[src/rtl/ctrl_pkg.sv]
`default_nettype none
// ============================================================================
//  Module   : ctrl_pkg
//  Purpose  : Shared types, encodings and decode helpers for ctrl_fsm_gen
//  Revision : 1.0 - initial release
// ============================================================================
package ctrl_pkg;

    // Controller states
    typedef enum logic [3:0] {
        ST_IDLE   = 4'd0,
        ST_INIT   = 4'd1,
        ST_FETCH1 = 4'd2,
        ST_FETCH2 = 4'd3,
        ST_FETCH3 = 4'd4,
        ST_EXEC1  = 4'd5,
        ST_EXEC2  = 4'd6,
        ST_EXEC3  = 4'd7,
        ST_EXEC4  = 4'd8,
        ST_HALT   = 4'd9
    } state_t;

    // Opcodes (low nibble of the instruction register)
    localparam logic [3:0] c_OPC_LDAC   = 4'h0;
    localparam logic [3:0] c_OPC_MVACR  = 4'h1;
    localparam logic [3:0] c_OPC_ADDTR  = 4'h2;
    localparam logic [3:0] c_OPC_MVACTR = 4'h3;
    localparam logic [3:0] c_OPC_STTR   = 4'h4;
    localparam logic [3:0] c_OPC_MULT   = 4'h5;
    localparam logic [3:0] c_OPC_SUB    = 4'h6;
    localparam logic [3:0] c_OPC_CLR    = 4'h7;
    localparam logic [3:0] c_OPC_INCAC  = 4'h8;
    localparam logic [3:0] c_OPC_JUMP   = 4'h9;
    localparam logic [3:0] c_OPC_JPZ    = 4'hA;
    localparam logic [3:0] c_OPC_JPNZ   = 4'hB;
    localparam logic [3:0] c_OPC_ENDOP  = 4'hC;

    // Write-enable bit positions
    localparam int c_WE_ARB = 7;
    localparam int c_WE_AR  = 6;
    localparam int c_WE_PC  = 5;
    localparam int c_WE_DR  = 4;
    localparam int c_WE_IR  = 3;
    localparam int c_WE_R   = 2;
    localparam int c_WE_TR  = 1;
    localparam int c_WE_AC  = 0;

    // Bus source select codes
    localparam logic [2:0] c_BUS_IMEM = 3'd0;
    localparam logic [2:0] c_BUS_DMEM = 3'd1;
    localparam logic [2:0] c_BUS_PC   = 3'd2;
    localparam logic [2:0] c_BUS_DR   = 3'd3;
    localparam logic [2:0] c_BUS_R    = 3'd4;
    localparam logic [2:0] c_BUS_AC   = 3'd5;
    localparam logic [2:0] c_BUS_TR   = 3'd6;

    // ALU function codes
    localparam logic [3:0] c_ALU_ADD  = 4'd0;
    localparam logic [3:0] c_ALU_SUB  = 4'd1;
    localparam logic [3:0] c_ALU_MUL  = 4'd2;
    localparam logic [3:0] c_ALU_PASS = 4'd5;

    // Increment / clear strobe encodings
    localparam logic [1:0] c_INC_NONE = 2'b00;
    localparam logic [1:0] c_INC_PC   = 2'b01;
    localparam logic [1:0] c_INC_AC   = 2'b10;
    localparam logic [2:0] c_CLR_NONE = 3'b000;
    localparam logic [2:0] c_CLR_ALL  = 3'b111;
    localparam logic [2:0] c_CLR_ACTR = 3'b110;

    // Conditional branch resolves on the zero flag latched at the end of fetch
    function automatic logic br_taken(input logic [3:0] opc, input logic zq);
        return ((opc == c_OPC_JPZ) && zq) || ((opc == c_OPC_JPNZ) && !zq);
    endfunction

    // States that touch memory and therefore stretch by the wait-state count
    function automatic logic is_mem_state(input state_t st, input logic [3:0] opc,
                                          input logic zq);
        logic v;
        v = 1'b0;
        case (st)
            ST_FETCH2: v = 1'b1;
            ST_EXEC1:  v = (opc == c_OPC_LDAC) || (opc == c_OPC_STTR) ||
                           (opc == c_OPC_JUMP) || br_taken(opc, zq);
            ST_EXEC3:  v = (opc == c_OPC_LDAC) || (opc == c_OPC_STTR);
            default:   v = 1'b0;
        endcase
        return v;
    endfunction

endpackage
`default_nettype wire

[src/rtl/ctrl_fsm_gen_if.sv]
`default_nettype none
// ============================================================================
//  Module   : ctrl_fsm_gen_if
//  Purpose  : Handshake and datapath-control bundle of the CPU controller
//  Revision : 1.0 - initial release
// ============================================================================
interface ctrl_fsm_gen_if #(
    parameter int IR_W  = 8,
    parameter int WE_W  = 8,
    parameter int ALU_W = 4
) ();
    logic              start;
    logic [IR_W-1:0]   ir;
    logic              z;
    logic              busy;
    logic              end_op;
    logic [1:0]        inc;
    logic [ALU_W-1:0]  alu_mode;
    logic [2:0]        bus_ld;
    logic [WE_W-1:0]   write_en;
    logic [2:0]        clr;
    logic              dm_wr;
    logic              im_wr;

    // Controller side
    modport master (
        input  start, ir, z,
        output busy, end_op, inc, alu_mode, bus_ld, write_en, clr, dm_wr, im_wr
    );

    // Datapath / host side
    modport slave (
        output start, ir, z,
        input  busy, end_op, inc, alu_mode, bus_ld, write_en, clr, dm_wr, im_wr
    );
endinterface
`default_nettype wire

[src/rtl/ctrl_wait_timer.sv]
`default_nettype none
// ============================================================================
//  Module   : ctrl_wait_timer
//  Purpose  : Loadable down-counter flagging first/last cycle of a memory state
//  Revision : 1.0 - initial release
// ============================================================================
module ctrl_wait_timer #(
    parameter int               CNT_W    = 4,
    parameter logic [CNT_W-1:0] LOAD_VAL = '0
) (
    input  wire logic clk,
    input  wire logic rst,
    input  wire logic i_load,
    input  wire logic i_dec,
    output logic      o_first,
    output logic      o_last
);
    logic [CNT_W-1:0] r_cnt;

    // Reload on every state change, count down while a memory state is stretched
    always_ff @(posedge clk or posedge rst) begin
        if (rst) begin
            r_cnt <= '0;
        end else if (i_load) begin
            r_cnt <= LOAD_VAL;
        end else if (i_dec && (r_cnt != '0)) begin
            r_cnt <= r_cnt - CNT_W'(1);
        end
    end

    assign o_first = (r_cnt == LOAD_VAL);
    assign o_last  = (r_cnt == '0);
endmodule
`default_nettype wire

[src/rtl/ctrl_fsm_gen.sv]
`default_nettype none
// ============================================================================
//  Module   : ctrl_fsm_gen
//  Purpose  : Fetch/execute control FSM with start/halt handshake and
//             configurable memory wait states
//  Revision : 1.0 - initial release
// ============================================================================
module ctrl_fsm_gen
    import ctrl_pkg::*;
#(
    parameter int IR_W    = 8,
    parameter int OPC_W   = 4,
    parameter int WE_W    = 8,
    parameter int ALU_W   = 4,
    parameter int MEM_LAT = 0
) (
    input  wire logic        clk,
    input  wire logic        rst,
    ctrl_fsm_gen_if.master   ctl
);
    state_t          r_state;
    state_t          w_state_nxt;
    logic            r_zq;
    logic [3:0]      w_opc;
    logic            w_mem;
    logic            w_first;
    logic            w_last;
    logic            w_load;
    logic [WE_W-1:0] w_we;
    logic [1:0]      w_inc;
    logic [2:0]      w_clr;
    logic [2:0]      w_bus;
    logic [3:0]      w_alu;
    logic            w_dm;
    logic            w_eop;

    // Only the opcode field of the instruction register is decoded
    assign w_opc = 4'(ctl.ir[OPC_W-1:0]);

    generate
        if (IR_W > OPC_W) begin : g_ir_unused
            logic w_unused_ir;
            assign w_unused_ir = ^ctl.ir[IR_W-1:OPC_W];
        end
    endgenerate

    assign w_mem  = is_mem_state(r_state, w_opc, r_zq);
    assign w_load = (w_state_nxt != r_state);

    ctrl_wait_timer #(
        .CNT_W    (4),
        .LOAD_VAL (4'(MEM_LAT))
    ) u_timer (
        .clk     (clk),
        .rst     (rst),
        .i_load  (w_load),
        .i_dec   (w_mem & ~w_last),
        .o_first (w_first),
        .o_last  (w_last)
    );

    // State register
    always_ff @(posedge clk or posedge rst) begin
        if (rst) begin
            r_state <= ST_IDLE;
        end else begin
            r_state <= w_state_nxt;
        end
    end

    // Zero flag is frozen as the instruction leaves fetch
    always_ff @(posedge clk or posedge rst) begin
        if (rst) begin
            r_zq <= 1'b0;
        end else if (r_state == ST_FETCH3) begin
            r_zq <= ctl.z;
        end
    end

    // Next-state and micro-operation decode
    always_comb begin
        w_state_nxt = r_state;
        w_we        = '0;
        w_inc       = c_INC_NONE;
        w_clr       = c_CLR_NONE;
        w_bus       = c_BUS_IMEM;
        w_alu       = c_ALU_ADD;
        w_dm        = 1'b0;
        w_eop       = 1'b0;
        case (r_state)
            ST_IDLE, ST_HALT: begin
                if (ctl.start) w_state_nxt = ST_INIT;
            end
            ST_INIT: begin
                w_clr       = c_CLR_ALL;
                w_state_nxt = ST_FETCH1;
            end
            ST_FETCH1: begin
                w_we[c_WE_AR] = 1'b1;
                w_bus         = c_BUS_PC;
                w_state_nxt   = ST_FETCH2;
            end
            ST_FETCH2: begin
                w_bus = c_BUS_IMEM;
                if (w_last) begin
                    w_we[c_WE_DR] = 1'b1;
                    w_inc         = c_INC_PC;
                    w_state_nxt   = ST_FETCH3;
                end
            end
            ST_FETCH3: begin
                w_we[c_WE_IR] = 1'b1;
                w_bus         = c_BUS_DR;
                w_state_nxt   = ST_EXEC1;
            end
            ST_EXEC1: begin
                w_state_nxt = ST_FETCH1;
                case (w_opc)
                    c_OPC_LDAC, c_OPC_STTR, c_OPC_JUMP, c_OPC_JPZ, c_OPC_JPNZ: begin
                        if (w_mem) begin
                            // Operand fetch; a not-taken branch only skips it
                            w_bus = c_BUS_IMEM;
                            if (w_last) begin
                                w_we[c_WE_DR] = 1'b1;
                                w_state_nxt   = ST_EXEC2;
                            end else begin
                                w_state_nxt   = ST_EXEC1;
                            end
                        end else begin
                            w_inc = c_INC_PC;
                        end
                    end
                    c_OPC_MVACR: begin
                        w_we[c_WE_R] = 1'b1;
                        w_bus        = c_BUS_AC;
                    end
                    c_OPC_ADDTR: begin
                        w_we[c_WE_AC] = 1'b1;
                        w_bus         = c_BUS_TR;
                        w_alu         = c_ALU_ADD;
                    end
                    c_OPC_MVACTR: begin
                        w_we[c_WE_TR] = 1'b1;
                        w_bus         = c_BUS_AC;
                    end
                    c_OPC_MULT: begin
                        w_we[c_WE_AC] = 1'b1;
                        w_bus         = c_BUS_R;
                        w_alu         = c_ALU_MUL;
                    end
                    c_OPC_SUB: begin
                        w_we[c_WE_AC] = 1'b1;
                        w_bus         = c_BUS_R;
                        w_alu         = c_ALU_SUB;
                    end
                    c_OPC_CLR:   w_clr = c_CLR_ACTR;
                    c_OPC_INCAC: w_inc = c_INC_AC;
                    c_OPC_ENDOP: begin
                        w_eop       = 1'b1;
                        w_state_nxt = ST_HALT;
                    end
                    default: ;
                endcase
            end
            ST_EXEC2: begin
                w_state_nxt = ST_FETCH1;
                case (w_opc)
                    c_OPC_LDAC, c_OPC_STTR: begin
                        w_we[c_WE_AR] = 1'b1;
                        w_bus         = c_BUS_DR;
                        w_inc         = c_INC_PC;
                        w_state_nxt   = ST_EXEC3;
                    end
                    c_OPC_JUMP, c_OPC_JPZ, c_OPC_JPNZ: begin
                        w_we[c_WE_PC] = 1'b1;
                        w_bus         = c_BUS_DR;
                    end
                    default: ;
                endcase
            end
            ST_EXEC3: begin
                w_state_nxt = ST_FETCH1;
                case (w_opc)
                    c_OPC_LDAC: begin
                        w_bus = c_BUS_DMEM;
                        if (w_last) begin
                            w_we[c_WE_DR] = 1'b1;
                            w_state_nxt   = ST_EXEC4;
                        end else begin
                            w_state_nxt   = ST_EXEC3;
                        end
                    end
                    c_OPC_STTR: begin
                        // Single write strobe, bus held while memory completes
                        w_bus = c_BUS_TR;
                        w_dm  = w_first;
                        if (!w_last) w_state_nxt = ST_EXEC3;
                    end
                    default: ;
                endcase
            end
            ST_EXEC4: begin
                w_state_nxt = ST_FETCH1;
                if (w_opc == c_OPC_LDAC) begin
                    w_we[c_WE_AC] = 1'b1;
                    w_bus         = c_BUS_DR;
                    w_alu         = c_ALU_PASS;
                end
            end
            default: w_state_nxt = ST_IDLE;
        endcase
    end

    assign ctl.busy     = (r_state != ST_IDLE) && (r_state != ST_HALT);
    assign ctl.end_op   = w_eop;
    assign ctl.inc      = w_inc;
    assign ctl.alu_mode = ALU_W'(w_alu);
    assign ctl.bus_ld   = w_bus;
    assign ctl.write_en = w_we;
    assign ctl.clr      = w_clr;
    assign ctl.dm_wr    = w_dm;
    assign ctl.im_wr    = 1'b0;
endmodule
`default_nettype wire

[src/flat_wrapper.sv]
// flat-port wrapper written by rule: the top's interface ports become plain ports
module ctrl_fsm_gen_flat import ctrl_pkg::*;
#(
    parameter int IR_W    = 8,
    parameter int OPC_W   = 4,
    parameter int WE_W    = 8,
    parameter int ALU_W   = 4,
    parameter int MEM_LAT = 0
)
  (clk, rst, ctl_start, ctl_ir, ctl_z, ctl_busy, ctl_end_op, ctl_inc, ctl_alu_mode, ctl_bus_ld, ctl_write_en, ctl_clr, ctl_dm_wr, ctl_im_wr);
  ctrl_fsm_gen_if #(.IR_W(IR_W), .WE_W(WE_W), .ALU_W(ALU_W)) ctl_i ();
  input  wire logic clk;
  input  wire logic rst;
  input wire logic [$bits(ctl_i.start)-1:0] ctl_start;
  input wire logic [$bits(ctl_i.ir)-1:0] ctl_ir;
  input wire logic [$bits(ctl_i.z)-1:0] ctl_z;
  output wire logic [$bits(ctl_i.busy)-1:0] ctl_busy;
  output wire logic [$bits(ctl_i.end_op)-1:0] ctl_end_op;
  output wire logic [$bits(ctl_i.inc)-1:0] ctl_inc;
  output wire logic [$bits(ctl_i.alu_mode)-1:0] ctl_alu_mode;
  output wire logic [$bits(ctl_i.bus_ld)-1:0] ctl_bus_ld;
  output wire logic [$bits(ctl_i.write_en)-1:0] ctl_write_en;
  output wire logic [$bits(ctl_i.clr)-1:0] ctl_clr;
  output wire logic [$bits(ctl_i.dm_wr)-1:0] ctl_dm_wr;
  output wire logic [$bits(ctl_i.im_wr)-1:0] ctl_im_wr;
  assign ctl_i.start = ctl_start;
  assign ctl_i.ir = ctl_ir;
  assign ctl_i.z = ctl_z;
  assign ctl_busy = ctl_i.busy;
  assign ctl_end_op = ctl_i.end_op;
  assign ctl_inc = ctl_i.inc;
  assign ctl_alu_mode = ctl_i.alu_mode;
  assign ctl_bus_ld = ctl_i.bus_ld;
  assign ctl_write_en = ctl_i.write_en;
  assign ctl_clr = ctl_i.clr;
  assign ctl_dm_wr = ctl_i.dm_wr;
  assign ctl_im_wr = ctl_i.im_wr;
  ctrl_fsm_gen #(.IR_W(IR_W), .OPC_W(OPC_W), .WE_W(WE_W), .ALU_W(ALU_W), .MEM_LAT(MEM_LAT)) u_core (.clk(clk), .rst(rst), .ctl(ctl_i));
endmodule
[config.mk]
export PLATFORM = sky130hd
export DESIGN_NAME = ctrl_fsm_gen_flat
export DESIGN_NICKNAME = d
export VERILOG_FILES = /design/src/rtl/ctrl_pkg.sv /design/src/rtl/ctrl_fsm_gen_if.sv /design/src/rtl/ctrl_wait_timer.sv /design/src/rtl/ctrl_fsm_gen.sv /design/src/flat_wrapper.sv
export SDC_FILE = /design/constraint.sdc
export NUM_CORES = 1
export LEC_CHECK = 0
export BUFFER_PORTS_ARGS = -buffer_cell sky130_fd_sc_hd__buf_4
export CORE_MARGIN = 2
export CORE_UTILIZATION = 36
export DETAILED_ROUTE_END_ITERATION = 8
export GPL_ROUTABILITY_DRIVEN = 0
export SLEW_MARGIN = 10
export SYNTH_ARGS = -nofsm -noshare
export SYNTH_HDL_FRONTEND = slang
export SYNTH_SLANG_ARGS = --single-unit
[constraint.sdc]
create_clock -name clk -period 2.4 [get_ports clk]
set_input_delay 0.12 -clock clk [delete_from_list [all_inputs] [get_ports clk]]
set_output_delay 0.12 -clock clk [all_outputs]
set_load 0.03 [all_outputs]
==> flow_summary.yaml, run 1 <==
status:
  run_status: "finished, final reports clean"
die:
  die_h_um: 60.5
  ioPinCount: 36
  die_w_um: 60.5
  initial_core_util_pct: 37.6
  coreArea_mm2: 0.00305
  rows: 20
  die_area_mm2: 0.00366
power:
  switching_share_pct: 53.9
  clkPwrFrac_pct: 9.0
  p_switching_uw: 711
  leakage_uw: 0.000598
  power_frac_comb_pct: 73.1
  finalPower_uw: 1320
  power_density_mw_per_mm2: 922
  cellInternalPower_uw: 609
  seqPwrFrac_pct: 18.0
  ir_drop_v: 0.000444
synth:
  seq_area_frac_synth_pct: 19.6
  synthFlopType: "dfrtp_1"
  avgSynthCellArea_um2: 7.18
  synth_cells: 160
  async_flop_share_pct: 100
  syn_area_mm2: 0.00115
  ys_ff_latch: 9
  synth.distinct_cells: 53
  ys_warn_count: 0
  synth-edff-count: 0
worst_hold_path:
  holdPathEnd: "u_core.r_zq"
  hold_depth: 2
  hold_class: "in2reg"
  min-delay-start: "ctl_z"
grt:
  grt_max_degree: 18
  grt_pass1_vias: 1173
  antenna_found_initial: 0
  grt_usage_pct: 19.6
  gr-total-overflow: 0
  grt_first_pass_wirelength_mm: 5.51
drt:
  met1_length_mm: 1.41
  viasPerCell: 5.59
  drc: 0
  wirelength_mm: 3.24
  vias: 1298
  route.met2.wl_mm: 1.57
  postRouteAntennaNets: 0
  drt_iter0_markers: 59
  wire_per_inst_um: 14.0
  route.met3.wl_um: 214
  drtPass1Iterations: 4
  topRoutingLayerUsed: "met4"
cts:
  clkTransAtPathRegs_ps: 60
  cts_tree: "done"
  htree_levels: 1
  cts.path.max_buffers: 2
  cts_sinks: 9
  clk_latency_ps: 260
  cts-root-buf: "clkbuf_4"
  postCtsSetupBuffers: 0
  cts_inserted_buffers: 3
setup_path:
  worstPathCellList: "inv_1 > ha_1 > or3b_4 > nor2_4 > o21ai_2 > and2_4 > a311o_1 > a2111oi_2"
  r2r-end: "u_core.u_timer.r_cnt[1]"
  cp_max_fo: 6
  cpMaxStageDelayCell: "or3b_4"
  reg2regPathDepth: 8
  crit_arrival_ps: 2430
  crit_path_end_kind: "flip-flop"
  r2r_start: "u_core.u_timer.r_cnt[1]"
  critical_path_class: "reg2reg"
  reg2reg_slack_ps: 120
  critPathRequiredTime_ps: 2550
  start_kind: "flip-flop"
  critPathMaxStageDelay_ps: 440
placed_design:
  portBuffers: 28
  dp.cells: 227
  dp_hpwl_mm: 2.46
timing:
  rsz0062_at_grt: "no"
  fin_tns_setup_ps: 0
  hold_ws_ps: 91.9
  setup-violations-final: 0
  skew_ps: 3.23
  fmax_mhz: 439
  final-max-slew-violation-count: 0
  relSlewSlack_pct: 65.5
  fin_crit_ps: 2280
  tightest_slew_ps: 516
  period_share_pct: 94.9
  hold_violations: 0
cells_and_area:
  fin_util_pct: 46.9
  diodes: 0
  area_delta_synth_final_pct: 24.7
  nNetsFinal: 202
  final_common_cell: "buf_4"
  drive_gt1_share_pct: 28.7
  final_cell_mix: "buf_4, nor2_1, nand2_1"
  fin_cells: 232
run:
  maxCapViolCount: 0
## how the worst max path moves through the flow
stage	end	depth (start not counted)	from
finish	u_core.u_timer.r_cnt[1]	8	u_core.u_timer.r_cnt[1]
floorplan	ctl_clr[2]	6	u_core.r_state[1]
CTS	u_core.u_timer.r_cnt[1]	8	u_core.u_timer.r_cnt[1]
detailed placement	u_core.u_timer.r_cnt[1]	8	u_core.u_timer.r_cnt[1]
global placement	u_core.u_timer.r_cnt[1]	8	u_core.u_timer.r_cnt[0]
global route	u_core.u_timer.r_cnt[1]	8	u_core.u_timer.r_cnt[1]
## area by class of cell
type / count / area, um^2
fillers: 334 / 1620
clock buffers: 4 / 26.3
flip-flops and latches: 9 / 225
well taps: 44 / 55.1
inverters: 8 / 30.0
repair buffers: 36 / 273
multi-input cells: 131 / 823
## per-layer routing
layer  vias up  track usage (%)
li1        632                -
met4         0             4.97
met5         -                0
met2        49             32.0
met1       608             27.2
met3         9             3.20
## critical path, delay by kind of cell (launching register included)
family / cells / cell delay [ps]
adder cells (fa/ha/maj): 1 / 190
AND/OR/NAND/NOR: 3 / 720
flip-flops: 1 / 370
AO/OA/AOI/OAI: 3 / 790
buffers and inverters: 1 / 100
## timing repair
item	CTS	global route
endpoints found under the setup margin	0	3
endpoints found under the hold margin	9	0
gates resized for setup	0	2
hold buffers	1	0
## state kept, by name (all words and copies together) (netlist names)
| signal | count |
|---|---|
| u_core.r_state | 4 |
| u_core.u_timer.r_cnt | 4 |
| u_core.r_zq | 1 |
## synth_stat cells (2+ instances only)
master / count / area share, %
buf_6: 2 / 2.0
o21ai_0: 11 / 4.8
o22ai_1: 2 / 1.1
a21oi_1: 8 / 3.5
nor3b_1: 2 / 1.3
nand2_1: 15 / 4.9
nor3_2: 2 / 1.7
a211oi_1: 4 / 2.6
nand3_1: 7 / 3.0
and3_1: 3 / 1.6
nor2b_1: 3 / 1.6
dfrtp_1: 9 / 20
or3_1: 6 / 3.3
mux2i_1: 2 / 1.7
buf_2: 3 / 1.3
nand3_2: 2 / 1.7
xnor2_1: 2 / 1.5
nor3_1: 6 / 2.6
nor2_1: 15 / 4.9
buf_4: 6 / 3.9
nand2b_1: 6 / 3.3
inv_1: 8 / 2.6
nor4_1: 4 / 2.2
clkbuf_1: 3 / 0.98
## kinds of logic after synthesis
kind of cell | count (synthesis) | synth area share [%]
DFF | 9 | 19.6
xor gates and xnor gates | 2 | 1.53
AOI/OAI and AO/OA | 43 | 26.1
buffers and inverters | 22 | 10.8
other | 1 | 0.326
and+or+nand+nor | 79 | 37.8
adders and majority gates | 1 | 1.09
muxes | 3 | 2.72
## power groups by stage
stage | registers [uW] | logic [uW] | clock network (uW)
4_1_cts | 235 | 963 | 124
2_1_floorplan | 213 | 730 | 0
6_report | 237 | 965 | 118
3_5_place_dp | 238 | 955 | 0
3_3_place_gp | 239 | 956 | 0
5_1_grt | 246 | 1040 | 131
## through the flow
step / setup slack [ps] / instance area [um^2]
2_1_floorplan: 177 / 1160
3_3_place_gp: 135 / 1390
3_5_place_dp: 72.3 / 1390
4_1_cts: 15.2 / 1420
5_1_grt: 5.22 / 1430
6_report: 121 / 1430
No activity file was read; power rests on OpenSTA's default activity.
==> inputs of run 2 (changes only) <==
--- a/config.mk
+++ b/config.mk
@@ -10,6 +10,7 @@
 export CORE_UTILIZATION = 36
 export DETAILED_ROUTE_END_ITERATION = 8
 export GPL_ROUTABILITY_DRIVEN = 0
+export MAX_ROUTING_LAYER = met4
 export SLEW_MARGIN = 10
 export SYNTH_ARGS = -nofsm -noshare
 export SYNTH_HDL_FRONTEND = slang
==> run 2 against run 1 <==
Sequential share of layout area stayed put. Flip-flop and latch count unchanged. Combinational power about the same. Count of clock-buffer cells in the layout did not move. Worst setup slack improved by 4.3 ps. Via count hardly changed. Non-clock buffer count stayed put. Sequential power about the same. Routed wire length hardly changed. Critical path type unchanged. Largest power group unchanged.
==> flow_summary.yaml, run 2 (synthesis results as in run 1) <==
setup_path:
  crit_path_end_kind: "flip-flop"
  reg2reg_slack_ps: 130
  critPathRequiredTime_ps: 2550
  crit_arrival_ps: 2430
  cpMaxStageDelayCell: "or3b_4"
  critPathMaxStageDelay_ps: 440
  cp_max_fo: 6
  worstPathCellList: "inv_1 > ha_1 > or3b_4 > nor2_4 > o21ai_2 > and2_4 > a311o_1 > a2111oi_2"
  start_kind: "flip-flop"
  crit_buf_inv: 1
  critical_path_class: "reg2reg"
  cp_top_family: "compound AO/OA/AOI/OAI gates"
grt:
  grt_first_pass_wirelength_mm: 5.51
  grt_pass1_vias: 1173
  grt_usage_pct: 20.3
  antenna_found_initial: 0
  gr-total-overflow: 0
  grt_max_degree: 18
cells_and_area:
  drive_gt1_share_pct: 28.7
  nNetsFinal: 202
  fin_cells: 232
  final_common_cell: "buf_4"
  reg_top3: "u_core.r_state: 4 flops, u_core.u_timer.r_cnt: 4 flops, u_core.r_zq: 1 flops"
  final_cell_mix: "buf_4, nor2_1, nand2_1"
  area_delta_synth_final_pct: 24.7
  diodes: 0
timing:
  fin_crit_ps: 2270
  skew_ps: 2.93
  setup_slack_ps: 126
  period_share_pct: 94.8
  tightest_slew_ps: 515
  fmax_mhz: 440
  setup-violations-final: 0
  hold_violations: 0
  relSlewSlack_pct: 65.6
  rsz0062_at_grt: "no"
  final-max-slew-violation-count: 0
  fin_tns_setup_ps: 0
power:
  ir_drop_v: 0.000444
  power_density_mw_per_mm2: 922
  leakage_uw: 0.000598
die:
  die_area_mm2: 0.00366
  ioPinCount: 36
  die_h_um: 60.5
  die_w_um: 60.5
  initial_core_util_pct: 37.6
  rows: 20
  coreArea_mm2: 0.00305
cts:
  postCtsSetupBuffers: 0
  clkTransAtPathRegs_ps: 60
  cts_inserted_buffers: 3
  htree_levels: 1
  cts_sinks: 9
  cts.path.max_buffers: 2
  cts-root-buf: "clkbuf_4"
  cts_tree: "done"
  clk_latency_ps: 260
drt:
  vias: 1297
  viasPerCell: 5.59
  drc: 0
  wirelength_mm: 3.24
  wire_per_inst_um: 14.0
  postRouteAntennaNets: 0
  drt_iter0_markers: 80
  drtPass1Iterations: 4
placed_design:
  dp_hpwl_mm: 2.46
  pre_cts_ws_ps: 72.3
  portBuffers: 28
  dp.cells: 227
run:
  maxCapViolCount: 0
status:
  run_status: "finished, final reports clean"
worst_hold_path:
  hold_class: "in2reg"
-- run 2: cell counts in the layout (fill, tap and decap cells not counted) --
Identical to the previous run, type by type.
-- run 2: metal layers --
metal | part of all wire [%] | track usage, % | up-vias
met5 | 0 | - | -
met4 | 1.4 | 4.97 | 0
met3 | 7.1 | 3.20 | 7
met2 | 48 | 31.8 | 46
met1 | 43 | 27.5 | 613
li1 | - | - | 631
-- run 2: cell type report --
| class | count | area, um^2 |
|---|---|---|
| Inverter | 8 | 30.0 |
| Clock buffer | 4 | 26.3 |
| Fill cell | 334 | 1620 |
| Sequential cell | 9 | 225 |
| Multi-Input combinational cell | 131 | 823 |
| Timing Repair Buffer | 36 | 273 |
| Tap cell | 44 | 55.1 |
-- run 2: through the flow --
| step | area, um^2 | power [uW] | hold slack (ps) | utilization, % |
|---|---|---|---|---|
| global route | 1430 | 1420 | 89.6 | 46.9 |
| finish | 1430 | 1320 | 92.0 | 46.9 |
| detailed placement | 1390 | 1190 | 116 | 45.5 |
| global placement | 1390 | 1200 | 117 | 45.5 |
| CTS | 1420 | 1320 | 87.6 | 46.6 |
| floorplan | 1160 | 943 | -52.1 | - |
-- run 2: where the power goes --
group	internal, uW	switching [uW]	total, uW
Clock	64.2	54.2	118
Combinational	360	606	966
Sequential	185	52.0	237
-- run 2: worst paths after layout --
kind	from	endpoint	depth (start not counted)
setup / recovery	u_core.u_timer.r_cnt[1]	u_core.u_timer.r_cnt[1]	8
hold / removal	ctl_z	u_core.r_zq	2
setup reg to reg	u_core.u_timer.r_cnt[1]	u_core.u_timer.r_cnt[1]	8
hold reg to reg	u_core.r_zq	u_core.r_zq	1
max in group asynchronous	rst	u_core.r_zq	3
min in group asynchronous	rst	u_core.r_state[1]	3
-- run 2: repair_timing --
| action | CTS | global route |
|---|---|---|
| hold endpoints to repair | 9 | 0 |
| resized for setup | 0 | 2 |
| endpoints found under the setup margin | 0 | 3 |
| hold buffers | 1 | 0 |
==> inputs of run 3 (changes only) <==
--- a/config.mk
+++ b/config.mk
@@ -11,6 +11,7 @@
 export DETAILED_ROUTE_END_ITERATION = 8
 export GPL_ROUTABILITY_DRIVEN = 0
 export MAX_ROUTING_LAYER = met4
+export SETUP_SLACK_MARGIN = 0.2
 export SLEW_MARGIN = 10
 export SYNTH_ARGS = -nofsm -noshare
 export SYNTH_HDL_FRONTEND = slang
==> run 3 against run 2 <==
Largest cell class unchanged. Sequential power is 3% lower. Flip-flop and latch count unchanged. Power grew 2.8%. Via count decreased by 2.1%. Largest power group unchanged. Clock skew is 2.7 ps higher.
==> flow_summary.yaml, run 3 (synthesis results as in run 1) <==
status:
  run_status: "finished, final reports clean"
setup_path:
  r2r_start: "u_core.u_timer.r_cnt[1]"
  critPathMaxStageDelay_ps: 400
  reg2reg_slack_ps: 240
  worstPathCellList: "inv_2 > ha_4 > or3b_4 > and3_4 > o21ai_2 > nor2_1 > a311o_1 > a2111oi_2"
  crit_path_end_kind: "flip-flop"
  crit_arrival_ps: 2320
  start_kind: "flip-flop"
  critPathRequiredTime_ps: 2550
  cp_top_family: "compound AO/OA/AOI/OAI gates"
  reg2regPathDepth: 8
  cpMaxStageDelayCell: "or3b_4"
  critical_path_class: "reg2reg"
  crit_buf_inv: 1
  r2r-end: "u_core.u_timer.r_cnt[1]"
  cp_max_fo: 4
grt:
  grt_max_degree: 18
  antenna_found_initial: 0
  gr-total-overflow: 0
  grt_usage_pct: 19.4
  grt_pass1_vias: 1106
  grt_first_pass_wirelength_mm: 5.25
cells_and_area:
  fill_cells: 330
  area_delta_synth_final_pct: 29.2
  diodes: 0
  nNetsFinal: 203
  final_cell_mix: "buf_4, nor2_1, nand2_1"
  fin_area_mm2: 0.00148
  multi_input_area_um2: 865
  seqCellArea_um2: 228
  fin_util_pct: 48.6
  drive_gt1_share_pct: 34.4
  final_common_cell: "buf_4"
  fin_cells: 233
  reg_top3: "u_core.r_state: 4 flops, u_core.u_timer.r_cnt: 4 flops, u_core.r_zq: 1 flops"
worst_hold_path:
  min-delay-start: "ctl_z"
  hold_depth: 2
  hold_class: "in2reg"
  holdPathEnd: "u_core.r_zq"
placed_design:
  portBuffers: 28
  dp_hpwl_mm: 2.48
  place_area_mm2: 0.00139
  dp.cells: 226
  pre_cts_ws_ps: 131
power:
  leakage_uw: 0.000607
  ir_drop_v: 0.000307
  power_density_mw_per_mm2: 915
cts:
  clk_latency_ps: 270
  clkTransAtPathRegs_ps: 60
  cts_sinks: 9
  cts-root-buf: "clkbuf_4"
  htree_levels: 1
  cts_tree: "done"
  cts_inserted_buffers: 3
  cts.path.max_buffers: 2
die:
  die_w_um: 60.5
  initial_core_util_pct: 37.6
  ioPinCount: 36
  rows: 20
  die_h_um: 60.5
  coreArea_mm2: 0.00305
  die_area_mm2: 0.00366
timing:
  final-max-slew-violation-count: 0
  rsz0062_at_grt: "yes"
  hold_violations: 0
  tightest_slew_ps: 500
  relSlewSlack_pct: 66.6
  fin_tns_setup_ps: 0
  fmax_mhz: 463
  fin_crit_ps: 2160
  setup_slack_ps: 239
  period_share_pct: 90.0
  setup-violations-final: 0
  skew_ps: 5.61
drt:
  viasPerCell: 5.45
  vias: 1270
  postRouteAntennaNets: 0
  wire_per_inst_um: 14.6
  drtPass1Iterations: 4
  drc: 0
  drt_iter0_markers: 51
  wirelength_mm: 3.40
run:
  maxCapViolCount: 0
[run 3: cell types whose count changed in the layout (fill, tap and decap cells not counted), moves of 2 or more]
cell,before,now
and3_4,0,2
inv_1,8,6
inv_2,0,2
dfrtp_2,0,2
and3_1,3,1
dfrtp_1,9,7
[run 3: cell type report]
cell class | instances | share of cell area (%)
multi-input cells | 131 | 58.3
repair buffers | 37 | 18.9
flip-flops and latches | 9 | 15.3
well taps | 44 | 3.71
inverters | 8 | 2.02
clock buffers | 4 | 1.77
[run 3: layer usage]
layer  share of wire [%]  track usage, %  up-vias
met5                   0               -        -
met4                   0            2.80        0
met3                 7.4            3.84        0
met2                  50            29.8       57
met1                  43            27.1      581
li1                    -               -      632
[run 3: what timing repair did]
item / CTS / global route
endpoints found under the setup margin: 3 / 6
hold buffers: 1 / 0
hold endpoints to repair: 9 / 0
setup buffers: 1 / 1
resized for setup: 3 / 10
pin swaps: 4 / 5
[run 3: stage by stage]
step / hold slack [ps] / power, uW
5_1_grt: 82.3 / 1450
4_1_cts: 78.9 / 1330
3_5_place_dp: 117 / 1200
2_1_floorplan: -52.1 / 947
6_report: 87.7 / 1360
3_3_place_gp: 113 / 1200
[run 3: worst max-delay path by stage]
| stage | start | end | slack, ps | depth (start not counted) |
|---|---|---|---|---|
| after CTS | u_core.u_timer.r_cnt[0] | u_core.u_timer.r_cnt[2] | 200 | 9 |
| final | u_core.u_timer.r_cnt[1] | u_core.u_timer.r_cnt[1] | 240 | 8 |
| after floorplan | u_core.u_timer.r_cnt[0] | u_core.u_timer.r_cnt[1] | 260 | 9 |
| after global placement | u_core.u_timer.r_cnt[0] | u_core.u_timer.r_cnt[1] | 180 | 9 |
| after global routing | u_core.u_timer.r_cnt[1] | u_core.u_timer.r_cnt[1] | 150 | 8 |
| after detailed placement | u_core.u_timer.r_cnt[0] | u_core.u_timer.r_cnt[1] | 130 | 8 |
[run 3: worst register-to-register path: stages, from the launching register on]
cell,delay [ps]
dfrtp_1,390
inv_2,90
ha_4,130
or3b_4,400
and3_4,180
o21ai_2,150
nor2_1,50
a311o_1,350
a2111oi_2,300
[run 3: where the power goes]
group / total (uW) / internal (uW) / switching (uW)
sequential: 229 / 188 / 40.4
combinational: 1010 / 369 / 639
clock: 122 / 64.3 / 57.5
